File: src/rtl/mii_pkg.sv
// Shared constants and types for the MII receive path: control codes,
// default word width, frame FSM states and the character classes.
package mii_pkg;

  localparam int         DEFAULT_DATA_WIDTH = 64;
  localparam logic [7:0] IDLE_CODE_DEF      = 8'h07;
  localparam logic [7:0] START_CODE_DEF     = 8'hFB;
  localparam logic [7:0] EOF_CODE_DEF       = 8'hFD;

  // Frame tracking states
  typedef enum logic {
    WAIT_START = 1'b0,
    IN_FRAME   = 1'b1
  } state_t;

  // Classification of one incoming word
  typedef enum logic [2:0] {
    CHAR_IDLE  = 3'd0,
    CHAR_START = 3'd1,
    CHAR_TERM  = 3'd2,
    CHAR_DATA  = 3'd3,
    CHAR_BAD   = 3'd4
  } char_t;

endpackage

File: src/rtl/rx_char_decode.sv
// Combinational classifier: maps one MII word plus its control flag to a
// character class (IDLE, START, TERM, DATA or BAD).
module rx_char_decode
  import mii_pkg::*;
#(
  parameter int         DATA_WIDTH = DEFAULT_DATA_WIDTH,
  parameter logic [7:0] IDLE_CODE  = IDLE_CODE_DEF,
  parameter logic [7:0] START_CODE = START_CODE_DEF,
  parameter logic [7:0] EOF_CODE   = EOF_CODE_DEF
) (
  input  logic [DATA_WIDTH-1:0] rx_data,
  input  logic                  rx_ctrl,
  output char_t                 char_class
);

  localparam int NUM_BYTES = DATA_WIDTH / 8;

  // Lane masks used to exempt byte 0 (START) or the top byte (TERM)
  // from the "every other byte is idle" test.
  localparam logic [NUM_BYTES-1:0] FIRST_LANE = {{(NUM_BYTES-1){1'b0}}, 1'b1};
  localparam logic [NUM_BYTES-1:0] LAST_LANE  = {1'b1, {(NUM_BYTES-1){1'b0}}};

  logic [NUM_BYTES-1:0] lane_idle;
  logic                 all_idle;
  logic                 start_word;
  logic                 term_word;

  genvar gi;
  generate
    for (gi = 0; gi < NUM_BYTES; gi++) begin : g_lane
      assign lane_idle[gi] = (rx_data[gi*8 +: 8] == IDLE_CODE);
    end
  endgenerate

  assign all_idle   = &lane_idle;
  assign start_word = (rx_data[7:0] == START_CODE) && (&(lane_idle | FIRST_LANE));
  assign term_word  = (rx_data[DATA_WIDTH-1 -: 8] == EOF_CODE) && (&(lane_idle | LAST_LANE));

  // Priority: data flag first, then the three legal control patterns
  always_comb begin
    char_class = CHAR_BAD;
    if (!rx_ctrl) begin
      char_class = CHAR_DATA;
    end else if (all_idle) begin
      char_class = CHAR_IDLE;
    end else if (start_word) begin
      char_class = CHAR_START;
    end else if (term_word) begin
      char_class = CHAR_TERM;
    end
  end

endmodule

File: config.mk
export PLATFORM = sky130hd
export DESIGN_NAME = rx_char_decode
export DESIGN_NICKNAME = d
export VERILOG_FILES = /design/src/rtl/mii_pkg.sv /design/src/rtl/rx_char_decode.sv
export SDC_FILE = /design/constraint.sdc
export NUM_CORES = 1
export LEC_CHECK = 0
export BUFFER_PORTS_ARGS = -buffer_cell sky130_fd_sc_hd__clkbuf_2
export CAP_MARGIN = 20
export CORE_UTILIZATION = 20
export DETAILED_ROUTE_END_ITERATION = 8
export PLACE_DENSITY = 0.9
export RECOVER_POWER = 100
export SYNTH_ARGS = -nofsm -noshare
export SYNTH_HDL_FRONTEND = slang
export SYNTH_SLANG_ARGS = --single-unit
File: constraint.sdc
create_clock -name vclk -period 1.7
set_input_delay 0.34 -clock vclk [all_inputs]
set_output_delay 0.34 -clock vclk [all_outputs]
set_load 0.01 [all_outputs]
Word level (Yosys, flattened, before mapping)
Index checks and enable logic that the tools add are counted.
- bits in registers: 0
- input bits: 65
- output and inout port bits: 3
- logic and storage cells: 19
- equality and inequality tests: 10
- muxes and demuxes: 4
- reductions and logical operators: 5
- operator list (kind ; number):
    8-bit by 3-bit equality test with 1-bit output, second input constant ; 8
    8-bit equality test, second input constant ; 2
    7-bit AND reduction ; 2
    3-bit two-way mux ; 4
    8-bit AND reduction ; 1
    1-bit logical AND ; 2

Depth between registers and ports, before layout
Gate-level depths: netlist (run 1).
- depth after elaboration: 7
- depth in mapped cells: 4
- mapped depth without buffers: 4

Least setup slack after synthesis (run 1)
OpenSTA, ideal clock, no wires.
- path type: input port to output port
- from: in rx_data[30]
- to: out char_class[0]
- arrival time: 1.563 ns
- data required time: 1.360 ns
- setup slack: -0.203 ns
- stages: 4
- buffers on the path: 0
- path through: and4bb_2 -> nand4_1 -> or4_4 -> o31ai_2
- longest elaborated chain between the ends: 6
- elaborated cells between the ends (all ways): 7
- classes of those cells: eq/ne (1); mux (3); reduce/logical (3)
- ends and longest elaborated chain (item ; line ; RTL):
    start: declaration ; rx_char_decode.sv:11 ; input logic [DATA_WIDTH-1:0] rx_data,
    8-bit by 3-bit equality test with 1-bit output (*) ; rx_char_decode.sv:31 ; assign lane_idle[gi] = (rx_data[gi*8 +: 8] == IDLE_CODE);
    7-bit AND reduction ; rx_char_decode.sv:36 ; assign start_word = (rx_data[7:0] == START_CODE) && (&(lane_idle | FIRST_LANE));
    1-bit logical AND ; rx_char_decode.sv:36 ;
    3-bit two-way mux ; rx_char_decode.sv:46 ; end else if (start_word) begin
    3-bit two-way mux (*) ; rx_char_decode.sv:44 ; end else if (all_idle) begin
    3-bit two-way mux (*) ; rx_char_decode.sv:42 ; if (!rx_ctrl) begin
    end: declaration ; rx_char_decode.sv:13 ; output char_t char_class
Mark *: on every way between the ends. The rest lies on a longest branch, timed or not.

Worst setup path after layout (run 1)
- from: in rx_data[19]
- to: out char_class[0]
The elaborated chain is that of the path after synthesis.

==> results of run 1 <==
## layout make-up
cell class | count | area [sq um] | area share [%]
timing repair buffer | 71 | 375 | 52.4
tap | 14 | 17.5 | 2.45
multi-input combinational | 32 | 323 | 45.1
## routing by layer
metal	global-route usage (%)	vias to the layer above	part of all wire, %
met5	0	-	0
met4	0	0	0
met3	0	0	7.7
met2	32.2	37	58
met1	18.8	235	35
li1	-	290	-
## tightest hold or removal path: stages
cell	delay (ns)
clkbuf_2	0.12
o31ai_4	0.06
buf_2	0.12
## worst min-delay path by stage
stage / startpoint / endpoint / slack (ns) / cells past startpoint
after floorplan: rx_ctrl / char_class[0] / 0.72 / 1
after global routing: rx_ctrl / char_class[0] / 1.00 / 3
after global placement: rx_ctrl / char_class[0] / 0.98 / 3
after CTS: rx_ctrl / char_class[0] / 0.98 / 3
after detailed placement: rx_ctrl / char_class[0] / 0.98 / 3
final: rx_ctrl / char_class[0] / 0.98 / 3
## power by group through the flow
| stage | logic [mW] | clock network [mW] | registers [mW] |
|---|---|---|---|
| detailed placement | 0.112 | 0 | 0 |
| CTS | 0.112 | 0 | 0 |
| global placement | 0.107 | 0 | 0 |
| global route | 0.126 | 0 | 0 |
| finish | 0.117 | 0 | 0 |
| floorplan | 0.0255 | 0 | 0 |
## layout by cell type (no fill, tap or decap)
| master | instances |
|---|---|
| a22o_1 | 1 |
| clkbuf_2 | 63 |
| nor2_1 | 2 |
| buf_6 | 2 |
| nor4bb_2 | 1 |
| o21ai_2 | 1 |
| nand2_1 | 1 |
| nand3_1 | 2 |
| and4_1 | 1 |
| nor4b_1 | 1 |
| nor4_1 | 1 |
| buf_4 | 3 |
| nor4_2 | 1 |
| o31ai_4 | 1 |
| nor4b_2 | 2 |
| and4bb_2 | 2 |
| or4_4 | 1 |
| nand3b_1 | 1 |
| nor4b_4 | 2 |
| and4b_1 | 3 |
| nor4bb_1 | 2 |
| o21a_1 | 1 |
| nor2b_1 | 1 |
| nand4_1 | 4 |
| buf_2 | 3 |
## through the flow
step / worst slack (ns) / hold WS, ns / instance area (sq um)
finish: -0.378 / 0.979 / 716
global route: -0.448 / 1.00 / 716
CTS: -0.380 / 0.984 / 691
detailed placement: -0.402 / 0.983 / 691
global placement: -0.351 / 0.975 / 691
floorplan: -0.101 / 0.724 / 310
## cell families (layout without fill, tap and decap cells)
family | Yosys count | count (layout) | synth area share (%)
buffers and inverters | 0 | 71 | 0
and+or+nand+nor | 28 | 28 | 87.1
AOI/OAI and AO/OA | 4 | 4 | 12.9
## what timing repair did
item,4_1_cts,5_1_grt
pin swaps,4,5
resized for setup,0,7
endpoints found under the setup margin,3,3
==> run_results.csv, run 1 <==
group,metric,value,unit
grt,track_usage,15.7,%
floorplan,std_cell_rows,12,
route,wl_per_cell,11.7,um
route,vias,562,
power,swShare,33.7,%
route,drt_first_pass_iters,4,
sta,max_slew_margin,73.9,%
power,p_leak,0.377,nW
synthesis,syn_avg_cell_area,8.17,sq um
placement,numPortBuffers,68,
grt,antenna_found_initial,0,
power,power.share.clock,0,%
sta,grt_setup_unrepaired,"yes",
synthesis,syn_nets,97,
sta,setup_ws,-0.378,ns
critical_path,required,1.36,ns
cts,cts_hold_buf,0,
placement,gp_congestion,0.660,
cells_and_area,fillers,99,
critical_path,startpoint,"rx_data[19]",
floorplan,die-area,1460,sq um
route,post_drt_via_cell_ratio,4.80,
grt,grt_max_degree,4,
grt,grt_pass1_wl,1.68,mm
power,p_int,0.0773,mW
route,drtIter0Drc,4,
sta,finalSetupViolCount,3,
power,ir_worst_vdd,0.0690,mV
floorplan,die_h,38.2,um
critical_path,cp_top_family,"simple AND/OR/NAND/NOR gates",
critical_path,worstSetupPathType,"in2out",
critical_path,cp_num_cells,6,
cells_and_area,fin_cells,117,
sta,timing.final.crit_share,122,%
placement,dpl.cell_count,117,
power,p_comb_share,100.0,%
synthesis,yosysTopAreaCellShare,13.4,%
power,p_seq_share,0,%
run_status,failed_checks,"negative setup slack",
floorplan,dieWidth,38.2,um
synthesis,synth_top_cell_by_area,"nor4b_1",
cells_and_area,regArea,0,sq um
route,finalWirelength,1.37,mm
synthesis,ys_top_cells_by_count,"nand4_1, nor4b_1, and4b_1, nor4bb_1",
floorplan,initial_core_util,22.6,%
cells_and_area,clockBufferCount,0,
floorplan,core,1160,sq um
critical_path,end_kind,"primary output",
sta,fmax,481,MHz
critical_path,crit_end,"char_class[0]",
cells_and_area,final_nets,170,
synthesis,ys_top_cells_by_area,"nor4b_1, and4b_1, nor4bb_1",
sta,worst_slew_pin_slew,0.386,ns
route,drc,0,
critical_path,worstPathMaxFanout,3,
cells_and_area,drive_above_1_share,79.6,%
hold_path,hp-class,"in2out",
critical_path,critical_path_buf_inv_count,2,
sta,finalCriticalPeriod,2.08,ns
synthesis,ys_types,18,
run,cap_violations,0,
cts,cts_setup_buffers,0,
synthesis,synth_seq_area_share,0,%
synthesis,ys_warn_count,0,
critical_path,cp_data_arrival_time,1.74,ns
power,power,0.117,mW
power,p_per_area,163,nW/um^2
power,switchingPower,0.0393,mW
route,postRouteAntennaNets,0,
cells_and_area,areaGrowthSynthToFinish,174,%
critical_path,max_stage_delay,0.57,ns
cells_and_area,n_antenna_cell,0,
sta,timing.final.max_slew_violations,0,
synthesis,netlist_instances,32,
grt,grt_pass1_vias,448,
critical_path,crit_chain,"buf_6 > nor4bb_2 > nand4_1 > or4_4 > o31ai_4 > buf_2",
critical_path,cp-start-kind,"primary input",
run_status,status,"complete, but fails checks",
critical_path,slowest_stage,"or4_4",
cells_and_area,seq_cells,0,
grt,gr-total-overflow,0,
synthesis,syn-cell-area,262,sq um
cells_and_area,utilization,61.9,%
floorplan,ios,68,
placement,hpwl,1.28,mm
sta,final-hold-violation-count,0,
sta,finalSetupTns,-1.07,ns
Power figures use the tool's default switching activity.
==> run 2: changes to the inputs <==
CORE_AREA = 2 2 39 41   (was unset)
CORE_UTILIZATION = unset   (was 20)
DIE_AREA = 0 0 41 43   (was unset)
PLACE_DENSITY = 0.86   (was 0.9)
clock period = 2.65 ns   (was 1.7 ns; I/O delays follow)
==> run 2 against run 1 <==
The flow now finishes without violations. Clock-buffer cell count stayed put. Combinational power fell by 47%. Non-clock buffer count down 3. Cell count decreased by 0.85%. Die area increased by 21%. Global-route usage down 2.2 points. Critical endpoint unchanged. Largest cell class unchanged. Largest power group unchanged.
==> run_results.csv, run 2 (same netlist as run 1, synthesis figures left out) <==
group,metric,value,unit
cells_and_area,final_area,619,sq um
floorplan,die_h,43,um
critical_path,cp_data_arrival_time,1.97,ns
power,ir_worst_vdd,0.0400,mV
critical_path,required,2.12,ns
cells_and_area,fin_cells,116,
sta,finalSetupViolCount,0,
critical_path,worstSetupPathType,"in2out",
route,post_drt_via_cell_ratio,4.75,
sta,fmax,400,MHz
cells_and_area,n_antenna_cell,0,
grt,gr-total-overflow,0,
hold_path,whs_path_depth,3,
floorplan,core,1380,sq um
sta,worst_slew_pin_slew,0.352,ns
hold_path,holdPathEnd,"char_class[0]",
power,swShare,30.3,%
power,p_int,0.0435,mW
cts,cts_setup_buffers,0,
critical_path,worstPathMaxFanout,3,
grt,grt_max_degree,4,
cells_and_area,areaGrowthSynthToFinish,137,%
grt,grt_pass1_wl,1.80,mm
placement,dpl.cell_count,116,
power,p_seq_share,0,%
route,drc,0,
cells_and_area,final_nets,167,
run,cap_violations,0,
floorplan,initial_core_util,18.9,%
hold_path,worstHoldStart,"rx_ctrl",
cells_and_area,regArea,0,sq um
floorplan,dieWidth,41,um
power,p_leak,0.338,nW
power,power.share.clock,0,%
cells_and_area,seq_cells,0,
sta,finalCriticalPeriod,2.50,ns
route,finalWirelength,1.11,mm
power,p_comb_share,100.0,%
cells_and_area,drive_above_1_share,71.0,%
critical_path,end_kind,"primary output",
critical_path,crit_chain,"clkbuf_2 > nor4b_1 > nand4_1 > or4_4 > o31ai_2 > clkbuf_1",
sta,timing.final.max_slew_violations,0,
floorplan,ios,68,
sta,timing.final.crit_share,94.3,%
grt,grt_pass1_vias,579,
placement,hpwl,1.11,mm
floorplan,std_cell_rows,14,
floorplan,die-area,1760,sq um
grt,track_usage,13.5,%
power,power,0.0624,mW
route,drt_first_pass_iters,1,
critical_path,max_stage_delay,0.52,ns
critical_path,slowest_stage,"or4_4",
route,drtIter0Drc,0,
sta,max_slew_margin,76.2,%
grt,antenna_found_initial,0,
cts,cts_hold_buf,0,
sta,finalSetupTns,0,ns
cells_and_area,layout_commonest_cell,"clkbuf_2",
run_status,status,"finished, final reports clean",
sta,grt_setup_unrepaired,"no",
cells_and_area,most-common-layout-cells,"clkbuf_2, nand4_1, nor4b_1",
cells_and_area,clockBufferCount,0,
route,wl_per_cell,9.58,um
placement,gp_congestion,0.650,
hold_path,hp-class,"in2out",
placement,numPortBuffers,68,
route,postRouteAntennaNets,0,
power,p_per_area,101,nW/um^2
power,switchingPower,0.0189,mW
sta,final-hold-violation-count,0,
cts,cts_resized,0,
critical_path,cp-start-kind,"primary input",
route,vias,551,
placement,dpl-instance-area,622,sq um
==> run 2: cell types whose count changed in the layout (fill, tap and decap cells not counted), sizes merged <==
cell | previous run | this run
clkbuf | 63 | 68
buf | 8 | 0
==> run 2: area by class of cell <==
class / instances / area [sq um]
fillers: 146 / 764
multi-input cells: 32 / 262
well taps: 16 / 20.0
repair buffers: 68 / 338
==> run 2: worst max path at each step <==
| stage | startpoint | to | slack [ns] | depth (start not counted) |
|---|---|---|---|---|
| 2_1_floorplan | rx_data[30] | char_class[0] | 0.37 | 4 |
| 3_3_place_gp | rx_data[23] | char_class[0] | 0.16 | 6 |
| 3_5_place_dp | rx_data[53] | char_class[0] | 0.12 | 6 |
| 4_1_cts | rx_data[53] | char_class[0] | 0.13 | 6 |
| 5_1_grt | rx_data[53] | char_class[0] | 0.03 | 6 |
| 6_report | rx_data[53] | char_class[0] | 0.15 | 6 |
==> run 2: stage by stage <==
stage          hold WS (ns)  setup slack, ns  utilization (%)
2_1_floorplan          1.12            0.367                -
5_1_grt                1.37           0.0253             44.8
6_report               1.34            0.150             44.8
3_5_place_dp           1.34            0.120             44.9
3_3_place_gp           1.33            0.158             44.9
4_1_cts                1.34            0.128             44.9
==> run 2: routing by layer <==
layer | global-route usage, % | vias up | part of all wire (%) | wire length (um)
li1 | - | 283 | - | -
met1 | 12.0 | 233 | 31 | 341
met2 | 29.4 | 35 | 58 | 647
met3 | 0.524 | 0 | 11 | 122
met4 | 1.33 | 0 | 0 | 0
met5 | 0 | - | 0 | 0
==> run 2: worst max-delay path, delay by kind of cell <==
family,cells,cell delay [ns]
AND/OR/NAND/NOR,3,0.95
buffers and inverters,2,0.26
AO/OA/AOI/OAI,1,0.24
==> run 2: power by group through the flow <==
| stage | Sequential (mW) | Clock [mW] | Combinational, mW |
|---|---|---|---|
| floorplan | 0 | 0 | 0.0135 |
| global route | 0 | 0 | 0.0709 |
| detailed placement | 0 | 0 | 0.0636 |
| finish | 0 | 0 | 0.0624 |
| global placement | 0 | 0 | 0.0616 |
| CTS | 0 | 0 | 0.0638 |
==> run 3: changes to the inputs <==
clock period = 2.5 ns   (was 2.65 ns; I/O delays follow)
==> run 3 against run 2 <==
Critical path depth unchanged. Combinational power increased by 12%. Cell count unchanged. Final area rose by 4.4%. Worst hold slack got worse by 0.062 ns. Sequential share of layout area is the same. Die area stayed put. Via count grew 0.18%. Highest routed layer unchanged. Sequential cell count did not move. Wire length rose by 2.3%. Largest power group unchanged. Non-clock buffer count unchanged.
==> run_results.csv, run 3 (same netlist as run 1, synthesis figures left out) <==
group,metric,value,unit
cells_and_area,n_antenna_cell,0,
route,drc,0,
route,drt_first_pass_iters,2,
cells_and_area,final_nets,167,
grt,grt_max_degree,4,
power,p_seq_share,0,%
sta,fmax,425,MHz
floorplan,dieWidth,41,um
floorplan,core,1380,sq um
cells_and_area,areaGrowthSynthToFinish,147,%
sta,finalCriticalPeriod,2.36,ns
critical_path,cp_data_arrival_time,1.86,ns
hold_path,hp-class,"in2out",
sta,holdWs,1.28,ns
sta,max_slew_margin,76.3,%
floorplan,initial_core_util,18.9,%
power,swShare,31.2,%
grt,antenna_found_initial,0,
power,p_int,0.0479,mW
route,vias,552,
cells_and_area,clockBufferCount,0,
critical_path,worstPathMaxFanout,3,
sta,finalSetupViolCount,0,
hold_path,worstHoldStart,"rx_ctrl",
placement,gp_congestion,0.650,
power,power,0.0697,mW
critical_path,end_kind,"primary output",
critical_path,cp-start-kind,"primary input",
power,p_per_area,108,nW/um^2
route,wl_per_cell,9.80,um
power,ir_worst_vdd,0.0457,mV
floorplan,ios,68,
grt,gr-total-overflow,0,
run_status,status,"finished, final reports clean",
critical_path,worstSetupPathType,"in2out",
route,postRouteAntennaNets,0,
critical_path,required,2.00,ns
sta,grt_setup_unrepaired,"no",
sta,finalSetupTns,0,ns
route,post_drt_via_cell_ratio,4.76,
route,drtIter0Drc,1,
hold_path,whs_path_depth,3,
route,finalWirelength,1.14,mm
placement,numPortBuffers,68,
floorplan,die_h,43,um
sta,timing.final.crit_share,94.2,%
cells_and_area,regArea,0,sq um
run,cap_violations,0,
grt,grt_pass1_wl,1.80,mm
sta,timing.final.max_slew_violations,0,
floorplan,die-area,1760,sq um
cells_and_area,seq_cells,0,
hold_path,holdPathEnd,"char_class[0]",
power,p_comb_share,100.0,%
grt,grt_pass1_vias,579,
power,power.share.clock,0,%
power,switchingPower,0.0217,mW
sta,worst_slew_pin_slew,0.350,ns
power,p_leak,0.348,nW
cts,cts_setup_buffers,0,
cells_and_area,drive_above_1_share,77.0,%
floorplan,std_cell_rows,14,
grt,track_usage,13.5,%
placement,hpwl,1.11,mm
cells_and_area,most-common-layout-cells,"clkbuf_2, nor4b_2, nand4_1",
cells_and_area,layout_commonest_cell,"clkbuf_2",
sta,final-hold-violation-count,0,
-- run 3: how the worst max path moves through the flow --
| stage | end | cells past startpoint | start |
|---|---|---|---|
| after detailed placement | char_class[0] | 6 | rx_data[53] |
| final | char_class[0] | 6 | rx_data[36] |
| after global placement | char_class[0] | 6 | rx_data[23] |
| after floorplan | char_class[0] | 4 | rx_data[30] |
| after global routing | char_class[0] | 6 | rx_data[36] |
| after CTS | char_class[0] | 6 | rx_data[53] |
-- run 3: final cells by class --
| class | instances | area, sq um |
|---|---|---|
| well taps | 16 | 20.0 |
| multi-input cells | 32 | 287 |
| repair buffers | 68 | 340 |
| fillers | 147 | 737 |
-- run 3: what timing repair did --
action / CTS / global route
endpoints found under the setup margin: 0 / 1
hold buffers: 0 / 0
resized for setup: 0 / 5
hold endpoints to repair: 0 / 0
-- run 3: worst max-delay path, stage by stage --
cell and delay, ns:
clkbuf_2 0.09, nor4bb_2 0.26, nand3_1 0.11, or4_4 0.56
o31ai_2 0.18, clkbuf_2 0.16
-- run 3: power by group through the flow --
stage / Sequential [mW] / Clock, mW / Combinational [mW]
final: 0 / 0 / 0.0697
after global routing: 0 / 0 / 0.0789
after CTS: 0 / 0 / 0.0676
after detailed placement: 0 / 0 / 0.0674
after global placement: 0 / 0 / 0.0653
after floorplan: 0 / 0 / 0.0143
-- run 3: metrics by stage --
stage	std cells	worst slack, ns	area, sq um	utilization [%]
2_1_floorplan	32	0.277	262	-
3_3_place_gp	116	0.0683	622	44.9
3_5_place_dp	116	0.0304	622	44.9
4_1_cts	116	0.0378	622	44.9
5_1_grt	116	0.00845	647	46.7
6_report	116	0.145	647	46.7
-- run 3: metal layers --
| layer | global-route usage (%) | wire length [um] | vias up |
|---|---|---|---|
| li1 | - | - | 283 |
| met1 | 12.0 | 344 | 234 |
| met2 | 29.4 | 666 | 35 |
| met3 | 0.524 | 126 | 0 |
| met4 | 1.33 | 0 | 0 |
| met5 | 0 | 0 | - |
